<file path="config.mk">
export PLATFORM = sky130hd
export DESIGN_NAME = load_store_unit
export DESIGN_NICKNAME = d
export VERILOG_FILES = /design/src/rtl/load_store_unit.sv
export SDC_FILE = /design/constraint.sdc
export NUM_CORES = 1
export LEC_CHECK = 0
export BUFFER_PORTS_ARGS = -buffer_cell sky130_fd_sc_hd__buf_2
export CAP_MARGIN = 20
export CELL_PAD_IN_SITES_DETAIL_PLACEMENT = 1
export CELL_PAD_IN_SITES_GLOBAL_PLACEMENT = 1
export CORE_MARGIN = 2
export CORE_UTILIZATION = 25
export DETAILED_ROUTE_END_ITERATION = 10
export HOLD_SLACK_MARGIN = 0.15
export PLACE_DENSITY_LB_ADDON = 0.1
export SYNTH_ARGS = -nofsm -noshare
export SYNTH_HDL_FRONTEND = slang
export SYNTH_SLANG_ARGS = --single-unit
</file>
<file path="constraint.sdc">
create_clock -name clk -period 2 [get_ports clk]
set_clock_uncertainty 0.15 [all_clocks]
set_input_delay 0.1 -clock clk [delete_from_list [all_inputs] [get_ports clk]]
set_output_delay 0.1 -clock clk [all_outputs]
set_load 0.005 [all_outputs]
</file>
<file path="src/rtl/load_store_unit.sv">
// Load/store unit: handshaked FSM between the core datapath and data memory.
// Loads are lane-selected and sign/zero-extended; sub-word stores use a
// read-modify-write; misaligned or illegal-size requests fault without a
// memory access.
module load_store_unit #(
    parameter int WIDTH  = 32,
    parameter int ADDR_W = 32
) (
    input  logic              clk,
    input  logic              reset,
    input  logic              start,
    input  logic              is_store,
    input  logic [1:0]        size,
    input  logic              is_signed,
    input  logic [ADDR_W-1:0] addr,
    input  logic [WIDTH-1:0]  wdata,
    output logic              busy,
    output logic              done,
    output logic              fault,
    output logic [WIDTH-1:0]  rdata,
    output logic              mem_req,
    output logic              mem_we,
    output logic [ADDR_W-1:0] mem_addr,
    output logic [WIDTH-1:0]  mem_wdata,
    input  logic [WIDTH-1:0]  mem_rdata,
    input  logic              mem_ready
);

    localparam int         LSB       = $clog2(WIDTH / 8);
    localparam int         SH_W      = LSB + 3;
    localparam logic [1:0] FULL_SIZE = 2'(LSB);

    typedef enum logic [2:0] {
        S_IDLE,
        S_RD,
        S_WR,
        S_DONE,
        S_FAULT
    } state_t;

    state_t             state_q, state_d;
    logic               is_store_q, is_store_d;
    logic [1:0]         size_q, size_d;
    logic               is_signed_q, is_signed_d;
    logic [ADDR_W-1:0]  addr_q, addr_d;
    logic [WIDTH-1:0]   wdata_q, wdata_d;
    logic [WIDTH-1:0]   rd_word_q, rd_word_d;
    logic [WIDTH-1:0]   rdata_q, rdata_d;

    logic               req_fault;
    logic [SH_W-1:0]    shamt;
    logic [WIDTH-1:0]   mask;
    logic [WIDTH-1:0]   lane;
    logic               sign_bit;
    logic [WIDTH-1:0]   load_ext;
    logic [WIDTH-1:0]   merged;

    // Classify an incoming request: misaligned for its size, or dword on a 32-bit unit
    always_comb begin
        req_fault = 1'b0;
        case (size)
            2'd0:    req_fault = 1'b0;
            2'd1:    req_fault = addr[0];
            2'd2:    req_fault = |addr[1:0];
            default: req_fault = (WIDTH == 32) ? 1'b1 : |addr[2:0];
        endcase
    end

    // Lane selection, load extension and store merge from the latched request
    always_comb begin
        shamt = {addr_q[LSB-1:0], 3'b000};
        mask  = '1;
        case (size_q)
            2'd0:    mask = WIDTH'(8'hFF);
            2'd1:    mask = WIDTH'(16'hFFFF);
            2'd2:    mask = WIDTH'(32'hFFFF_FFFF);
            default: mask = '1;
        endcase
        lane     = mem_rdata >> shamt;
        sign_bit = lane[WIDTH-1];
        case (size_q)
            2'd0:    sign_bit = lane[7];
            2'd1:    sign_bit = lane[15];
            2'd2:    sign_bit = lane[31];
            default: sign_bit = lane[WIDTH-1];
        endcase
        load_ext = (is_signed_q && sign_bit) ? (lane | ~mask) : (lane & mask);
        merged   = (rd_word_q & ~(mask << shamt)) | ((wdata_q & mask) << shamt);
    end

    // Next-state and datapath-register update
    always_comb begin
        state_d     = state_q;
        is_store_d  = is_store_q;
        size_d      = size_q;
        is_signed_d = is_signed_q;
        addr_d      = addr_q;
        wdata_d     = wdata_q;
        rd_word_d   = rd_word_q;
        rdata_d     = rdata_q;
        case (state_q)
            S_IDLE: begin
                if (start) begin
                    is_store_d  = is_store;
                    size_d      = size;
                    is_signed_d = is_signed;
                    addr_d      = addr;
                    wdata_d     = wdata;
                    if (req_fault) begin
                        state_d = S_FAULT;
                    end else if (is_store && (size == FULL_SIZE)) begin
                        state_d = S_WR;
                    end else begin
                        state_d = S_RD;
                    end
                end
            end
            S_RD: begin
                if (mem_ready) begin
                    rd_word_d = mem_rdata;
                    if (is_store_q) begin
                        state_d = S_WR;
                    end else begin
                        rdata_d = load_ext;
                        state_d = S_DONE;
                    end
                end
            end
            S_WR: begin
                if (mem_ready) begin
                    state_d = S_DONE;
                end
            end
            S_DONE:  state_d = S_IDLE;
            S_FAULT: state_d = S_IDLE;
            default: state_d = S_IDLE;
        endcase
    end

    // Handshake and memory-side outputs decoded from the registered state
    always_comb begin
        busy      = (state_q != S_IDLE);
        done      = (state_q == S_DONE) || (state_q == S_FAULT);
        fault     = (state_q == S_FAULT);
        mem_req   = (state_q == S_RD) || (state_q == S_WR);
        mem_we    = (state_q == S_WR);
        mem_addr  = addr_q;
        mem_addr[LSB-1:0] = '0;
        mem_wdata = (size_q == FULL_SIZE) ? wdata_q : merged;
        rdata     = rdata_q;
    end

    // State and request registers with synchronous reset
    always_ff @(posedge clk) begin
        if (reset) begin
            state_q     <= S_IDLE;
            is_store_q  <= 1'b0;
            size_q      <= '0;
            is_signed_q <= 1'b0;
            addr_q      <= '0;
            wdata_q     <= '0;
            rd_word_q   <= '0;
            rdata_q     <= '0;
        end else begin
            state_q     <= state_d;
            is_store_q  <= is_store_d;
            size_q      <= size_d;
            is_signed_q <= is_signed_d;
            addr_q      <= addr_d;
            wdata_q     <= wdata_d;
            rd_word_q   <= rd_word_d;
            rdata_q     <= rdata_d;
        end
    end

endmodule

</file>
Word level (Yosys, flattened, before mapping)
Index checks and enable logic that the tools add are counted.
{"block": "word_totals", "register_bits": 135, "in_bits": 104, "out_inout_bits": 101, "elab_cells": 55}
{"block": "op_classes", "n_eq_ne": 11, "n_shift": 3, "n_mux": 12, "bitwise": 8, "n_reduce_logical": 13}
{"op": "AND 32 bit", "count": 3}
{"op": "two-way mux 32 bit", "count": 2}
{"op": "NOT 32 bit", "count": 2}
{"op": "OR 32 bit", "count": 2}
{"op": "one-hot mux 32 bit (2 select lines)", "count": 1}
{"op": "left shift 32 x 5 -> 32 bit", "count": 2}
{"op": ">> shifter 32 x 5 -> 32 bit", "count": 1}
{"op": "two-way mux 3 bit", "count": 4}
{"op": "one-hot mux 3 bit (3 select lines)", "count": 1}
{"op": "equality test 3 x 2 -> 1 bit (second input constant)", "count": 2}
{"op": "AND reduction 3 bit", "count": 2}
{"op": "equality test 2 x 1 -> 1 bit (second input constant)", "count": 2}
{"op": "equality test 2 bit (second input constant)", "count": 2}
{"op": "logical NOT 2 bit", "count": 2}
{"op": "!= test 2 bit (second input constant)", "count": 2}
{"op": "AND reduction 2 bit", "count": 2}
{"op": "equality test 3 x 1 -> 1 bit (second input constant)", "count": 1}
{"op": "equality test 3 bit (second input constant)", "count": 1}
{"op": "logical NOT 3 bit", "count": 1}
{"op": "one-hot mux 1 bit (3 select lines)", "count": 1}
{"op": "nonzero test 3 bit", "count": 1}
{"op": "logical AND 1 bit", "count": 2}
{"op": "logical OR 1 bit", "count": 2}
{"op": "two-way mux 2 bit", "count": 1}
{"op": "5 further kinds", "count": 5}

Depth between registers and ports, before layout
Gate-level depths: netlist (run 1).
{"block": "logic_depth", "depth_word": 7, "ltp_mapped": 8, "depth_no_buf": 4}

Worst setup path before layout (run 1)
OpenSTA, ideal clock, no wires.
{"block": "synth_timing", "kind": "flip-flop to flip-flop", "startpoint": "register addr_q[0]", "endpoint": "register rdata_q[11] (netlist: rdata[11])", "arrival_ns": 1.413, "t_required_ns": 1.718, "path_slack_ns": 0.305, "stages_incl_launch_ff": 5, "path_buffers": 0, "synth_period_minus_slack_ns": 1.695, "cell_sequence": "dfxtp_1 mux4_2 a211o_1 a21oi_1 nor3_1"}
{"block": "synth_via", "elab_chain_len": 4, "word_cells_on_any_way": 6, "classes_between": "1 x shift; 2 x mux; 2 x bitwise; 1 x reduce/logical"}
{"element": "start, declared", "line_no": "45", "rtl": "logic [ADDR_W-1:0] addr_q, addr_d;"}
{"element": "start signal, assigned", "line_no": "169", "rtl": "addr_q <= addr_d;"}
{"element": ">> shifter 32 x 5 -> 32 bit *", "line_no": "79", "rtl": "lane = mem_rdata >> shamt;"}
{"element": "one-hot mux 1 bit (2 select lines)", "line_no": "81", "rtl": "case (size_q)"}
{"element": "logical AND 1 bit", "line_no": "87", "rtl": "load_ext = (is_signed_q && sign_bit) ? (lane | ~mask) : (lane & mask);"}
{"element": "two-way mux 32 bit *", "line_no": "87"}
{"element": "end signal, assigned", "line_no": "172", "rtl": "rdata_q <= rdata_d;"}
{"element": "end, declared", "line_no": "48", "rtl": "logic [WIDTH-1:0] rdata_q, rdata_d;"}
Mark *: on every way between the ends. The rest lies on a longest branch, timed or not.
A chain may end at the register's enable or synchronous reset.

Worst setup path after layout (run 1)
{"block": "layout_timing", "startpoint": "register size_q[1]", "endpoint": "output mem_wdata[14]"}
{"block": "layout_via", "elab_chain_len": 7, "word_cells_on_any_way": 11, "classes_between": "2 x eq/ne; 2 x shift; 2 x mux; 4 x bitwise; 1 x reduce/logical"}
{"element": "start, declared", "line_no": "43", "rtl": "logic [1:0] size_q, size_d;"}
{"element": "start signal, assigned", "line_no": "167", "rtl": "size_q <= size_d;"}
{"element": "equality test 2 x 1 -> 1 bit or logical NOT 2 bit (tied branches)", "line_no": "73", "rtl": "case (size_q)"}
{"element": "one-hot mux 32 bit (2 select lines)", "line_no": "73"}
{"element": "left shift 32 x 5 -> 32 bit", "line_no": "88", "rtl": "merged = (rd_word_q & ~(mask << shamt)) | ((wdata_q & mask) << shamt);"}
{"element": "NOT 32 bit", "line_no": "88"}
{"element": "AND 32 bit", "line_no": "88"}
{"element": "OR 32 bit", "line_no": "88"}
{"element": "two-way mux 32 bit *", "line_no": "149", "rtl": "mem_wdata = (size_q == FULL_SIZE) ? wdata_q : merged;"}
{"element": "end, declared", "line_no": "24", "rtl": "output logic [WIDTH-1:0] mem_wdata,"}
Marked as above.

==> impl_metrics.ini, run 1 <==
[power_and_ir_drop]
ir_drop_mv = 0.490
p_leak_nw = 4.17
p_per_area_nw_per_um2 = 816
total_power_mw = 8.21

[global_route]
antenna_found_initial = 0
grt_busiest_layer = met2
grt_pass1_wl_microns = 39700
grt_overflow_total = 0
use_met1_pct = 23.9
grt_util_met3_pct = 5.10
grt_max_degree = 51
grtUsageTotal_pct = 19.1
grt_util_met2_pct = 32.8
grt_pass1_vias = 7127

[sta]
fin_ws_ns = -0.208
period_needed_ns = 2.21
finalSetupTns_ns = -2.41
hold_slack_ns = 0.302
grt_setup_unrepaired = yes
setup_viol_count_final = 26
hold_viol = 0
max-slew-margin-rel_pct = 59.1
worstMarginPinSlew_ns = 0.612
timing.final.crit_share_pct = 110
slew_violations = 0
fmax_mhz = 453

[cts]
clkTransAtPathRegs_ns = 0.06
cts_tree = yes
cts_buffers = 17
htreeDepth = 4
clock_path_buffers = 2
clock_latency_ns = 0.42
root_buffer = clkbuf_16
clock-sinks = 135

[layout]
layout_common_cells = nand2_1, buf_2, dfxtp_1, a21oi_1, dlygate4sd3_1
drive_gt1_share_pct = 35.3
final_common_cell = nand2_1
finalNetCount = 1228
antenna_cells = 0
finalInstanceArea_sq_um = 10100
syn2layout_area_growth_pct = 55.8
fill_cells = 3049

[die]
ios = 205
fp.dieArea_sq_um = 27200
start_util_pct = 25.6
coreArea_sq_um = 25300
die_w_microns = 165
fp-row-count = 58
die_y_microns = 165

[synthesis]
yosysWarnings = 0
syn-mean-instance-area_sq_um = 7.81
synth_top_area_share_pct = 41.8
synth_seq_cells = 135
synth_area_sq_um = 6460
async_flop_share_pct = 0
yosysTopAreaCell = dfxtp_1
synth-edff-count = 0
ys_types = 47
synth_cells = 828
synth_area_leaders = dfxtp_1, nand2_1, a21oi_1
ys_seq_area_share_pct = 41.8
synthFlopType = dfxtp_1

[critical_path]
cp_max_fo = 5
cp.required_ns = 1.75
arrival_ns = 1.96
critPathCaptureType = primary output
reg2reg_slack_ns = 0.02
rr_worst_depth = 5
startpoint_type = register
reg2reg_to = rdata[9]
worstReg2RegStart = addr_q[0]
crit_type = reg -> out

[place]
placed_area_sq_um = 7680
port_buffers = 202
pre_cts_slack_ns = -0.0542
dpl.hpwl_microns = 18700
gp_congestion = 0.850

[drt]
drt-total-wl_microns = 26400
drtIter0Drc = 339
drt_first_pass_iters = 5
wl_per_cell_microns = 18.0
via_count = 6924
ant_nets = 0
vias_per_cell = 4.72
drc = 0

[flow_run]
maxCapViolCount = 0

[worst_hold_path]
min_path_type = reg -> reg
hold_depth = 2
hp-start = addr_q[12]
worstHoldEndpoint = addr_q[12]

[outcome]
status = finished, violations left
violations = negative setup slack
-- per-stage QoR --
| stage | util (%) | cells |
|---|---|---|
| after floorplan | - | 829 |
| after global placement | 30.4 | 1303 |
| after detailed placement | 30.4 | 1303 |
| after CTS | 38.6 | 1456 |
| after global routing | 39.9 | 1467 |
| final | 39.9 | 1467 |
-- Yosys cell counts (2+ instances only) --
library cell	count
a211oi_1	9
a21oi_1	129
a221oi_1	6
a222oi_1	8
a22oi_1	10
a311oi_1	8
and2_1	6
buf_2	25
buf_4	45
buf_6	2
clkbuf_1	27
dfxtp_1	135
inv_1	8
mux2_2	24
mux2i_1	9
nand2_1	254
nand2b_1	2
nor2_1	33
nor2b_1	7
nor3_1	11
nor3_2	3
nor3b_1	3
nor4_1	2
o211ai_1	10
o21a_1	5
o21ai_0	11
o221ai_1	10
o2bb2ai_1	7
-- worst max-delay path, stage by stage (launching register included) --
cell	delay, ns
dfxtp_4	0.36
buf_6	0.12
or3_4	0.38
and2_4	0.20
o221ai_2	0.18
o21a_1	0.17
buf_2	0.12
-- sequential cells by signal (all words and copies together) (netlist names) --
register,count
state_q,3
addr_q,32
is_signed_q,1
is_store_q,1
rdata,32
rd_word_q,32
wdata_q,32
size_q,2
-- timing repair --
item,CTS,global route
gates resized for setup,68,57
pin swaps,34,28
endpoints found under the setup margin,32,56
buffers inserted,17,12
endpoints found under the hold margin,134,0
hold buffers,103,0
cloned,1,0
-- per-layer routing --
metal,up-vias,share of wire (%)
li1,3401,-
met1,3321,44
met2,185,49
met3,17,6.4
met4,0,0.97
met5,-,0
-- power breakdown --
| part | switching (mW) | internal (mW) | leakage (nW) |
|---|---|---|---|
| combinational | 0.888 | 0.826 | 2.76 |
| clock | 1.32 | 2.17 | 0.306 |
| sequential | 0.150 | 2.86 | 1.10 |
-- worst max path at each step --
stage | slack [ns] | depth (start not counted) | endpoint | from
finish | -0.21 | 6 | mem_wdata[14] | size_q[1]
global route | -0.27 | 6 | mem_wdata[14] | size_q[1]
CTS | -0.18 | 6 | mem_wdata[13] | size_q[1]
detailed placement | -0.05 | 6 | mem_wdata[16] | addr_q[1]
global placement | -0.02 | 6 | mem_wdata[16] | addr_q[1]
floorplan | 0.31 | 4 | rdata[11] | addr_q[0]
-- final cells by class --
type	count	area (sq um)	area share (%)
Inverter	8	37.5	0.373
Clock inverter	13	195	1.94
Sequential cell	135	2720	27.0
Timing Repair Buffer	375	2770	27.5
Clock buffer	19	453	4.50
Tap cell	330	413	4.10
Multi-Input combinational cell	587	3480	34.6
-- cell families (layout without fill, tap and decap cells) --
family	after synthesis	after routing	synth area share, %
AOI/OAI and AO/OA	221	221	21.6
xor gates and xnor gates	1	1	0.135
buffers and inverters	107	415	9.54
DFF	135	135	41.8
muxes	34	34	5.92
other	1	2	0.0580
and+or+nand+nor	329	329	21.0
Note: power is estimated with default switching activity, not from simulation.
==> run 2: changes to the inputs <==
Settings changed: SKIP_LAST_GASP set to 1, TNS_END_PERCENT set to 20.
==> run 2 against run 1 <==
  * The flow still finishes with violations (negative setup slack)
  * Sequential share of layout area grew 1.0 points
  * Critical endpoint is now mem_wdata[15]
  * Clock power is essentially flat
  * Final cell count shrank 0.68%
  * Worst setup slack gained 0.033 ns
  * Sequential power is essentially flat
  * Via count shrank 0.74%
  * Worst hold slack is essentially flat
  * Count of clock-buffer cells in the layout is the same
  * Critical path depth is the same
  * Register-to-register slack is essentially flat
  * Power shrank 1.5%
  * Highest routed layer unchanged
==> impl_metrics.ini, run 2 (same netlist as run 1, synthesis figures left out) <==
[critical_path]
crit_family = simple AND/OR/NAND/NOR gates
worstReg2RegStart = addr_q[0]
cp_max_fo = 5
rr_worst_depth = 4
crit_type = reg -> out
reg2reg_to = rdata[25]
crit_buf_inv = 2
cp.required_ns = 1.75
critPathCaptureType = primary output
max_stage_delay_ns = 0.38
cpMaxStageDelayCell = or3_4
startpoint_type = register
crit_chain = buf_6 > or3_4 > and2_4 > o221ai_2 > o21a_1 > buf_2
reg2reg_slack_ns = 0.01
arrival_ns = 1.92

[layout]
multi_input_area_sq_um = 3310
regArea_sq_um = 2720
drive_gt1_share_pct = 32.4
finalNetCount = 1218
post-route-util_pct = 38.4
antenna_cells = 0
syn2layout_area_growth_pct = 50.2
fill_cells = 3082
final_common_cell = nand2_1
layout_common_cells = nand2_1, buf_2, dfxtp_1, a21oi_1, dlygate4sd3_1

[power_and_ir_drop]
p_per_area_nw_per_um2 = 833
ir_drop_mv = 0.480
p_leak_nw = 4.05
total_power_mw = 8.09

[die]
start_util_pct = 25.6
fp-row-count = 58
coreArea_sq_um = 25300
die_y_microns = 165
fp.dieArea_sq_um = 27200
die_w_microns = 165
ios = 205

[drt]
drt_first_pass_iters = 5
drtIter0Drc = 368
drt-total-wl_microns = 25800
ant_nets = 0
vias_per_cell = 4.72
via_count = 6873
drc = 0
wl_per_cell_microns = 17.7

[place]
gp_congestion = 0.850
pre_cts_slack_ns = -0.0542
port_buffers = 202
dpl.hpwl_microns = 18700

[sta]
slew_violations = 0
fin_ws_ns = -0.175
timing.final.crit_share_pct = 109
hold_slack_ns = 0.302
hold_viol = 0
grt_setup_unrepaired = yes
max-slew-margin-rel_pct = 64.2
period_needed_ns = 2.17
fmax_mhz = 460
setup_viol_count_final = 23
finalSetupTns_ns = -2.63
worstMarginPinSlew_ns = 0.535

[cts]
cts_tree = yes
htreeDepth = 4
clkTransAtPathRegs_ns = 0.06
cts_buffers = 17
clock-sinks = 135
clock_latency_ns = 0.43
clock_path_buffers = 2
root_buffer = clkbuf_16

[global_route]
grtUsageTotal_pct = 19.0
grt_overflow_total = 0
antenna_found_initial = 0
grt_pass1_wl_microns = 39400
grt_max_degree = 51
grt_pass1_vias = 7023

[worst_hold_path]
hold_depth = 2
min_path_type = reg -> reg
hp-start = addr_q[12]
worstHoldEndpoint = addr_q[12]

[outcome]
violations = negative setup slack
status = finished, violations left

[flow_run]
maxCapViolCount = 0
run 2: cell count changes in the layout (fill, tap and decap cells not counted), moves of 5 or more:
cell	change
buf_6	-15
buf_2	+8
a21oi_1	+6
a21oi_2	-5
a221oi_1	+5
a221oi_2	-5
mux2_2	+5
mux2_4	-5
o21ai_0	+5
run 2: how the worst max path moves through the flow:
stage / startpoint / endpoint / slack (ns) / cells past startpoint
final: size_q[1] / mem_wdata[15] / -0.17 / 6
after detailed placement: addr_q[1] / mem_wdata[16] / -0.05 / 6
after global placement: addr_q[1] / mem_wdata[16] / -0.02 / 6
after floorplan: addr_q[0] / rdata[11] / 0.31 / 4
after global routing: size_q[1] / mem_wdata[15] / -0.26 / 6
after CTS: addr_q[0] / mem_wdata[13] / -0.18 / 6
run 2: stage by stage:
step / cells / cell area (sq um)
after floorplan: 829 / 6470
after global placement: 1303 / 7680
after detailed placement: 1303 / 7680
after CTS: 1445 / 9550
after global routing: 1457 / 9710
final: 1457 / 9710
run 2: power by group:
part	internal [mW]	switching [mW]
Sequential	2.86	0.144
Combinational	0.751	0.836
Clock	2.17	1.33
run 2: worst reg2reg max path: cells and delay by family (launching register included):
kind	cells	cell delay (ns)
DFF	1	0.36
muxes	1	0.56
buffers and inverters	1	0.12
AOI/OAI and AO/OA	2	0.67
run 2: cell type report:
type                    count  area share (%)
multi-input cells         587            34.1
flip-flops and latches    135            28.0
repair buffers            365            26.6
clock buffers              19            4.67
well taps                 330            4.25
clock inverters            13            2.01
inverters                   8           0.387
run 2: timing repair:
| item | in CTS | in global routing |
|---|---|---|
| hold buffers | 103 | 0 |
| setup endpoints to repair | 32 | 54 |
| pin swaps | 14 | 10 |
| endpoints found under the hold margin | 134 | 0 |
| cloned | 1 | 0 |
| buffers inserted | 6 | 12 |
| gates resized for setup | 35 | 24 |
run 2: routing by layer:
metal | track usage, % | routed length [microns] | vias to the layer above
met4 | 4.51 | 236 | 0
met3 | 5.07 | 1700 | 16
met5 | 0 | 0 | -
met1 | 23.8 | 11300 | 3290
met2 | 32.4 | 12500 | 190
li1 | - | - | 3377
==> run 3: changes to the inputs <==
Settings changed: SETUP_SLACK_MARGIN set to 0.2.
==> run 3 against run 2 <==
  * The flow still finishes with violations (negative setup slack)
  * Critical path depth did not move
  * Clock power about the same
  * Core utilization increased by 0.17 points
  * Worst hold slack lost 0.13 ns
  * Highest routed layer unchanged
==> impl_metrics.ini, run 3 (same netlist as run 1, synthesis figures left out) <==
[place]
dpl.hpwl_microns = 18700
placed_cells = 1303
pre_cts_slack_ns = -0.0542
port_buffers = 202
gp_congestion = 0.850

[die]
fp.dieArea_sq_um = 27200
ios = 205
fp-row-count = 58
coreArea_sq_um = 25300
start_util_pct = 25.6
die_y_microns = 165
die_w_microns = 165

[cts]
clock-sinks = 135
root_buffer = clkbuf_16
htreeDepth = 4
clkTransAtPathRegs_ns = 0.06
cts_tree = yes
clock_path_buffers = 2
clock_latency_ns = 0.43
cts_buffers = 17

[sta]
grt_setup_unrepaired = yes
slew_violations = 0
worstMarginPinSlew_ns = 0.543
fmax_mhz = 459
fin_ws_ns = -0.179
period_needed_ns = 2.18
max-slew-margin-rel_pct = 63.7
timing.final.crit_share_pct = 109
setup_viol_count_final = 24
hold_viol = 0

[power_and_ir_drop]
p_comb_share_pct = 19.8
p_per_area_nw_per_um2 = 831
internal_power_mw = 5.79
pwr-share-seq_pct = 37.1
p_leak_nw = 4.06
switchingPower_mw = 2.31
clkPwrFrac_pct = 43.1
total_power_mw = 8.10
swShare_pct = 28.5
ir_drop_mv = 0.484

[critical_path]
reg2reg_slack_ns = 0.01
reg2reg_to = rdata[25]
crit_type = reg -> out
rr_worst_depth = 4
crit_buf_inv = 2
crit_chain = buf_6 > or3_4 > and2_4 > o221ai_2 > o21a_1 > buf_2
cp.required_ns = 1.75
max_stage_delay_ns = 0.38
startpoint_type = register
crit_family = simple AND/OR/NAND/NOR gates
arrival_ns = 1.93
worstReg2RegStart = addr_q[0]
cpMaxStageDelayCell = or3_4
cp_num_cells = 6
critPathCaptureType = primary output
cp_max_fo = 5

[layout]
syn2layout_area_growth_pct = 50.8
finalNetCount = 1219
layout_common_cells = nand2_1, buf_2, dfxtp_1, a21oi_1, dlygate4sd3_1
drive_gt1_share_pct = 33.0
antenna_cells = 0
instances_no_fill = 1458
final_common_cell = nand2_1
multi_input_area_sq_um = 3340
regArea_sq_um = 2720
fill_cells = 3069

[drt]
drtIter0Drc = 352
drc = 0
via_count = 6834
drt_first_pass_iters = 8
ant_nets = 0
drt-total-wl_microns = 26000
wl_per_cell_microns = 17.8
vias_per_cell = 4.69

[worst_hold_path]
hp-start = mem_rdata[7]
worstHoldEndpoint = rdata[7]
min_path_type = in -> reg
hold_depth = 4

[global_route]
antenna_found_initial = 0
grt_pass1_wl_microns = 39500
grtUsageTotal_pct = 19.1
grt_max_degree = 51
grt_overflow_total = 0
grt_pass1_vias = 7009

[outcome]
violations = negative setup slack
status = finished, violations left

[flow_run]
maxCapViolCount = 0
==> run 3: cell types whose count changed in the layout (fill, tap and decap cells not counted), sizes merged <==
cell and delta:
buf +1
==> run 3: layout make-up <==
type,count,share of cell area (%)
multi-input cells,587,34.3
flip-flops and latches,135,27.9
repair buffers,366,26.6
clock buffers,19,4.64
well taps,330,4.23
clock inverters,13,2.00
inverters,8,0.385
==> run 3: worst max path at each step <==
stage	startpoint	to	slack, ns
after floorplan	addr_q[0]	rdata[11]	0.31
after global placement	addr_q[1]	mem_wdata[16]	-0.02
after detailed placement	addr_q[1]	mem_wdata[16]	-0.05
after CTS	size_q[1]	mem_wdata[13]	-0.18
after global routing	size_q[1]	mem_wdata[15]	-0.26
final	size_q[1]	mem_wdata[11]	-0.18
==> run 3: stage by stage <==
| step | cell area [sq um] | TNS (ns) | hold WS (ns) | utilization, % |
|---|---|---|---|---|
| after global placement | 7680 | -0.0543 | 0.192 | 30.4 |
| after floorplan | 6470 | 0 | 0.0860 | - |
| after CTS | 9550 | -3.78 | 0.154 | 37.8 |
| final | 9750 | -2.33 | 0.167 | 38.6 |
| after detailed placement | 7680 | -0.197 | 0.197 | 30.4 |
| after global routing | 9750 | -6.15 | 0.204 | 38.6 |
==> run 3: power groups by stage <==
stage / registers [mW] / clock network [mW] / logic [mW]
after detailed placement: 3.06 / 0 / 1.32
after global routing: 3.03 / 3.70 / 1.77
after global placement: 3.06 / 0 / 1.31
final: 3.01 / 3.50 / 1.60
after CTS: 3.01 / 3.58 / 1.55
after floorplan: 3.00 / 0 / 0.824
==> run 3: repair_timing <==
action / in CTS / in global routing
cloned: 1 / 0
hold endpoints to repair: 134 / 0
endpoints found under the setup margin: 58 / 80
resized for setup: 36 / 32
setup buffers: 6 / 13
pin swaps: 18 / 18
hold buffers: 103 / 0
==> run 3: worst reg2reg max path, delay by kind of cell (launching register included) <==
kind            cells  cell delay (ns)
mux                 1             0.56
compound gates      2             0.67
buf+inv             1             0.12
flops               1             0.37
==> run 3: per-layer routing <==
layer | global-route usage (%) | wire (microns) | up-vias | part of all wire [%]
met1 | 23.9 | 11500 | 3262 | 44
met3 | 5.07 | 1570 | 13 | 6.0
li1 | - | - | 3384 | -
met5 | 0 | 0 | - | 0
met4 | 4.39 | 189 | 0 | 0.73
met2 | 32.7 | 12700 | 175 | 49
